===== config.mk =====
export PLATFORM = sky130hd
export DESIGN_NAME = data_mem_ctrl
export DESIGN_NICKNAME = d
export VERILOG_FILES = /design/src/rtl/data_mem_ctrl.sv
export SDC_FILE = /design/constraint.sdc
export NUM_CORES = 1
export LEC_CHECK = 0
export ABC_AREA = 0
export CORE_UTILIZATION = 44
export CTS_CLUSTER_DIAMETER = 50
export DETAILED_ROUTE_END_ITERATION = 8
export GPL_TIMING_DRIVEN = 1
export HOLD_SLACK_MARGIN = 0.05
export PLACE_DENSITY = 0.85
export SYNTH_ARGS = -nofsm -noshare
export SYNTH_HDL_FRONTEND = slang
export SYNTH_SLANG_ARGS = --single-unit

===== constraint.sdc =====
create_clock -name clk -period 5.9 [get_ports clk]
set_clock_uncertainty 0.05 [all_clocks]
set_input_delay 0.885 -clock clk [delete_from_list [all_inputs] [get_ports clk]]
set_output_delay 0.885 -clock clk [all_outputs]
set_load 0.01 [all_outputs]

===== src/rtl/data_mem_ctrl.sv =====
// Data-memory access controller: turns a datapath load/store into a stalled memory handshake.
// Optional alignment check enabled by defining DMC_ALIGN_CHECK_EN.
module data_mem_ctrl #(
  parameter int unsigned TIMEOUT = 16
) (
  input  logic        clk,
  input  logic        reset,
  input  logic        MemRead,
  input  logic        MemWrite,
  input  logic [31:0] ALUResult,
  input  logic [31:0] WriteData,
  output logic [31:0] ReadData,
  output logic        Stall,
  output logic        Fault,
  output logic        mem_req,
  output logic        mem_we,
  output logic [31:0] mem_addr,
  output logic [31:0] mem_wdata,
  input  logic [31:0] mem_rdata,
  input  logic        mem_ack
);

  typedef enum logic [1:0] {StIdle, StBusy, StDone} state_e;

  localparam logic [7:0] CntLast = 8'(TIMEOUT - 1);

  state_e      r_state, w_state_d;
  logic [7:0]  r_cnt, w_cnt_d;
  logic        r_req, w_req_d;
  logic        r_we, w_we_d;
  logic        r_fault, w_fault_d;
  logic [31:0] r_addr, w_addr_d;
  logic [31:0] r_wdata, w_wdata_d;
  logic [31:0] r_rdata, w_rdata_d;
  logic        w_access;
  logic        w_misaligned;

  assign w_access = MemRead | MemWrite;

`ifdef DMC_ALIGN_CHECK_EN
  assign w_misaligned = |ALUResult[1:0];
`else
  logic w_unused_addr_lsb;
  assign w_unused_addr_lsb = ^ALUResult[1:0];
  assign w_misaligned      = 1'b0;
`endif

  always_comb begin
    w_state_d = r_state;
    w_cnt_d   = r_cnt;
    w_req_d   = r_req;
    w_we_d    = r_we;
    w_fault_d = 1'b0;
    w_addr_d  = r_addr;
    w_wdata_d = r_wdata;
    w_rdata_d = r_rdata;
    Stall     = 1'b0;
    unique case (r_state)
      StIdle: begin
        if (w_access) begin
          Stall     = 1'b1;
          w_addr_d  = {ALUResult[31:2], 2'b00};
          w_wdata_d = WriteData;
          w_cnt_d   = 8'd0;
          if (w_misaligned) begin
            // Rejected before reaching memory; only a misaligned load clobbers ReadData.
            w_state_d = StDone;
            w_fault_d = 1'b1;
            if (!MemWrite) w_rdata_d = 32'h0;
          end else begin
            w_state_d = StBusy;
            w_req_d   = 1'b1;
            w_we_d    = MemWrite;
          end
        end
      end
      StBusy: begin
        Stall = 1'b1;
        if (mem_ack) begin
          w_state_d = StDone;
          w_req_d   = 1'b0;
          w_we_d    = 1'b0;
          if (!r_we) w_rdata_d = mem_rdata;
        end else if (r_cnt == CntLast) begin
          w_state_d = StDone;
          w_req_d   = 1'b0;
          w_we_d    = 1'b0;
          w_fault_d = 1'b1;
          w_rdata_d = 32'h0;
        end else begin
          w_cnt_d = r_cnt + 8'd1;
        end
      end
      StDone: begin
        w_state_d = StIdle;
      end
      default: begin
        w_state_d = StIdle;
        w_req_d   = 1'b0;
        w_we_d    = 1'b0;
      end
    endcase
  end

  always_ff @(posedge clk or posedge reset) begin
    if (reset) begin
      r_state <= StIdle;
      r_cnt   <= 8'd0;
      r_req   <= 1'b0;
      r_we    <= 1'b0;
      r_fault <= 1'b0;
      r_addr  <= 32'h0;
      r_wdata <= 32'h0;
      r_rdata <= 32'h0;
    end else begin
      r_state <= w_state_d;
      r_cnt   <= w_cnt_d;
      r_req   <= w_req_d;
      r_we    <= w_we_d;
      r_fault <= w_fault_d;
      r_addr  <= w_addr_d;
      r_wdata <= w_wdata_d;
      r_rdata <= w_rdata_d;
    end
  end

  assign ReadData  = r_rdata;
  assign Fault     = r_fault;
  assign mem_req   = r_req;
  assign mem_we    = r_we;
  assign mem_addr  = r_addr;
  assign mem_wdata = r_wdata;

endmodule


== Word level (Yosys, flattened, before mapping) ==
Index checks and enable logic that the tools add are counted.
Widths: inputs -> output; s select.

* Input port bits: 101
* Word-level logic and storage cells: 49
* Register bits after elaboration: 107
* Output and inout port bits: 100

* Bitwise operators: 2
* Muxes and demuxes: 22
* Equal/unequal tests: 8
* Reductions and logical operators: 8
* Add/sub/neg operators: 1

{| class="wikitable"
|+ Operators with widths
! operator !! number
|-
| $mux 32 || 3
|-
| $mux 8 || 3
|-
| $pmux 8 s2 || 1
|-
| $add 8x1->8 const B || 1
|-
| $eq 8x4->1 const B || 1
|-
| $mux 1 || 8
|-
| $ne 2x2->1 const B || 4
|-
| $mux 2 || 3
|-
| $pmux 1 s3 || 2
|-
| $reduce_and 3->1 || 2
|-
| $pmux 2 s2 || 1
|-
| $reduce_and 2->1 || 2
|-
| $reduce_and 4->1 || 1
|-
| $reduce_bool 2->1 || 2
|-
| $ne 3x3->1 const B || 1
|-
| $eq 2x1->1 const B || 1
|-
| $eq 2x2->1 const B || 1
|-
| $logic_not 2->1 || 1
|-
| $pmux 1 s2 || 1
|-
| $not 1->1 || 1
|-
| $or 1x1->1 || 1
|}

== Logic depth before layout (Yosys ltp) ==
* Depth after elaboration: 4
* Depth in mapped cells: 6
* Mapped depth without buffers: 6

== Worst setup path before layout ==
Ideal clock, no wire load.

* Path kind: input to output
* Start: in MemWrite
* End: out Stall
* Path slack: 3.811 ns
* Data arrival time: 1.154 ns
* Buffers on the path: 0
* Stages on the path: 2
* Data required time: 4.965 ns
* Cells stage by stage: nor2_1 a21oi_1

* Cells in the longest elaborated chain, start to end: 3

{| class="wikitable"
|+ Ends and longest elaborated chain
! item !! RTL line !! text
|-
| from (decl) || 9 || <nowiki>input logic MemWrite,</nowiki>
|-
| $or 1x1->1 || 38 || <nowiki>assign w_access = MemRead | MemWrite;</nowiki>
|-
| $mux 1 || 60 || <nowiki>if (w_access) begin</nowiki>
|-
| $pmux 1 s2 || 58 || <nowiki>unique case (r_state)</nowiki>
|-
| to (decl) || 13 || <nowiki>output logic Stall,</nowiki>
|}

Every way passes these cells.

== Worst setup path in the final report ==
* Start: in MemRead
* End: out Stall

* Cells in the longest elaborated chain, start to end: 3

{| class="wikitable"
|+ Ends and longest elaborated chain
! item !! RTL line !! text
|-
| from (decl) || 8 || <nowiki>input logic MemRead,</nowiki>
|-
| $or 1x1->1 || 38 ||
|-
| $mux 1 || 60 ||
|-
| $pmux 1 s2 || 58 ||
|}

Every way passes these cells.

==> results.yml <==
outcome:
  status: "finished clean"
placed_design:
  dp.cells: 596
  io_buffer_count: 196
  gp_congestion: 0.8751
  dp_hpwl_microns: 7526
  post-place-ws_ns: 2.743
setup_path:
  required_ns: 4.97
  worstPathArrival_ns: 2.23
  crit_buf_inv: 2
  cp_max_fo: 3
  timing.setup.critical_path_class: "primary input to primary output"
  cpMaxStageDelayCell: "clkdlybuf4s50_1"
  crit_top_cell: "clkdlybuf4s50_1"
  crit_path_cell_trace: "clkdlybuf4s50_1 -> nor2_1 -> a21oi_1 -> clkdlybuf4s50_1"
  worst_setup_path_start_kind: "primary input"
  cp_top_family: "buffers and inverters"
  crit_path_max_incr_delay_ns: 0.56
  end_kind: "primary output"
synthesis:
  yosys_register_bits: 107
  synth_area_sq_um: 4215
  synth.area.top_cells: "dfrtp_1 64%, mux2_1 9.6%, mux2_2 6.9%, a22o_1 6.6%, buf_6 1.3%"
  synth_ff_type: "dfrtp_1"
  netlist_instances: 284
  ys_seq_area_share_pct: 63.52
  synth_top_area_share_pct: 63.52
  yosys.area.top_type: "dfrtp_1"
  synth_edf_count: 0
  yosysWarnings: 0
  synth_cell_types: 40
  postSynth.asyncResetShare_pct: 100.0
  syn_avg_cell_area_sq_um: 14.84
sta:
  maxSlewHeadroom_pct: 15.92
  finalHoldViolCount: 0
  setup_viol: 0
  fmax_mhz: 316.3
  period_needed_ns: 3.162
  rsz0062_at_grt: "no"
  setup_tns_ns: 0
  finalCritPeriodShare_pct: 53.59
  worst_pin_slew_ns: 1.260
  drv_slew: 0
  worst_slack_ns: 2.738
route:
  via_per_inst: 5.010
  drtIter0Drc: 65
  post_drt_wl_per_cell_microns: 16.51
  drcViolationCount: 0
  final_antenna_net_count: 0
  routed_wl_microns: 10110
  via_count: 3066
  first_pass_iters: 5
layout:
  final_layout_size_suffix_gt1_share_pct: 12.01
  final_cells: 612
  regArea_sq_um: 2678
  final_util_pct: 69.68
  area_growth_syn_to_layout_pct: 52.75
  nFillCells: 674
  multiInputGateArea_sq_um: 1411
  diodes: 0
  nets: 580
global_routing:
  grt_pass1_vias: 3182
  antenna_found_initial: 0
  track_usage_pct: 20.43
  grt_pass1_wl_microns: 16040
  grt_max_degree: 67
  grt_overflow: 0
clocking:
  cts-root-buf: "clkbuf_8"
  cts-resized-gates: 0
  clk_latency_ns: 0.35
  numCtsBuffers: 9
  h-tree-depth: 3
  postCtsHoldBufs: 0
  cts.sinks: 107
  post-cts-setup-buffers: 0
  path_clk_slew_ns: 0.10
  clockBufferDepth: 2
  cts_tree: "yes"
floorplanning:
  num_io_pins: 201
  die_h_microns: 99.88
  start_util_pct: 45.62
  die_w_microns: 99.88
  core_sq_um: 9240
  placementRows: 35
  dieArea_sq_um: 9976
power_and_ir_drop:
  p_leak_nw: 2.737
  fin_total_pwr_w: 0.003228
  p_per_area_nw_per_um2: 501.4
  peakVddDrop_uv: 228.1
flow_run:
  max_cap_violations: 0
worst_hold_path:
  hold_class: "flip-flop to flip-flop"
-- worst register-to-register path, stage by stage (launching register included) --
cell and delay, ns:
dfrtp_1 0.50, nand2b_1 0.31, nor2_2 1.01, a22o_1 0.32
-- where the power goes --
part           leakage (nW)  switching [W]  internal (W)
Clock                0.0969       0.000248      0.000182
Sequential             1.30       0.000199       0.00107
Combinational          1.34       0.000602      0.000922
Total                  2.74        0.00105       0.00218
-- final timing paths --
kind                           endpoint        from  slack, ns  cells past startpoint
hold / removal                 r_cnt[7]    r_cnt[7]       0.42                      1
max in group asynchronous  mem_addr[21]       reset       3.72                      3
hold reg to reg                r_cnt[7]    r_cnt[7]       0.42                      1
min in group asynchronous   mem_addr[6]       reset       0.85                      2
setup / recovery                  Stall     MemRead       2.74                      4
setup reg to reg           ReadData[11]  r_state[1]       3.65                      3
-- synth_stat cells (all sizes together) (2+ instances only) --
library cell and n:
o21ai 11, or3 2, nor2 8, a21oi 6
buf 16, dfrtp 107, nand3 2, nand4 2
nor3 3, nand2b 3, o31ai 5, mux2 62
o21ba 2, nand2 6, a22o 32, inv 4
-- kinds of logic (layout without fill, tap and decap cells) --
logic type      Yosys count  in the layout  share of synthesized area [%]
fa+ha+maj                 1              1                         0.2968
compound gates           61             61                          11.25
mux                      62             62                          16.56
other cells               1              2                        0.08896
buf+inv                  20            218                          3.235
simple gates             32             32                          5.046
flops                   107            107                          63.52
-- routing by layer --
layer  up-vias  GRT usage, %  wire [microns]  part of all wire [%]
li1       1417             -               -                     -
met1      1503         25.79            4276                    42
met2       136         36.07            5104                    51
met3        10         4.109             631                   6.2
met4         0         5.090              93                  0.92
met5         -             0               0                     0
-- layout make-up --
| class | instances | share of cell area [%] |
|---|---|---|
| inverters | 4 | 0.2721 |
| well taps | 129 | 2.507 |
| clock buffers | 11 | 2.351 |
| repair buffers | 198 | 30.70 |
| flip-flops and latches | 107 | 41.59 |
| clock inverters | 5 | 0.6607 |
| multi-input cells | 158 | 21.92 |
-- placed cells by master, fill, tap and decap left out, drive strengths merged, types with 2 or more instances in the layout --
cell type / count
o21ai: 11
inv: 7
o21ba: 2
or3: 2
buf: 2
a21oi: 6
nand2: 6
clkbuf: 11
nor3: 3
nor2: 8
nand3: 2
conb: 2
o31ai: 5
nand4: 2
a22o: 32
clkdlybuf4s50: 196
dfrtp: 107
nand2b: 3
mux2: 62
-- sequential cells by signal, summed over array words and instances, names as in the netlist --
signal     flops
Fault          1
ReadData      32
r_cnt          8
mem_wdata     32
mem_req        1
mem_we         1
r_state        2
mem_addr      30
-- through the flow --
stage | hold slack, ns | cell area (sq um)
after floorplan | 0.3782 | 4219
after global routing | 0.4544 | 6439
final | 0.4171 | 6439
after CTS | 0.4233 | 6439
after global placement | 0.3966 | 6245
after detailed placement | 0.4088 | 6245
No activity file was read; power rests on OpenSTA's default activity.
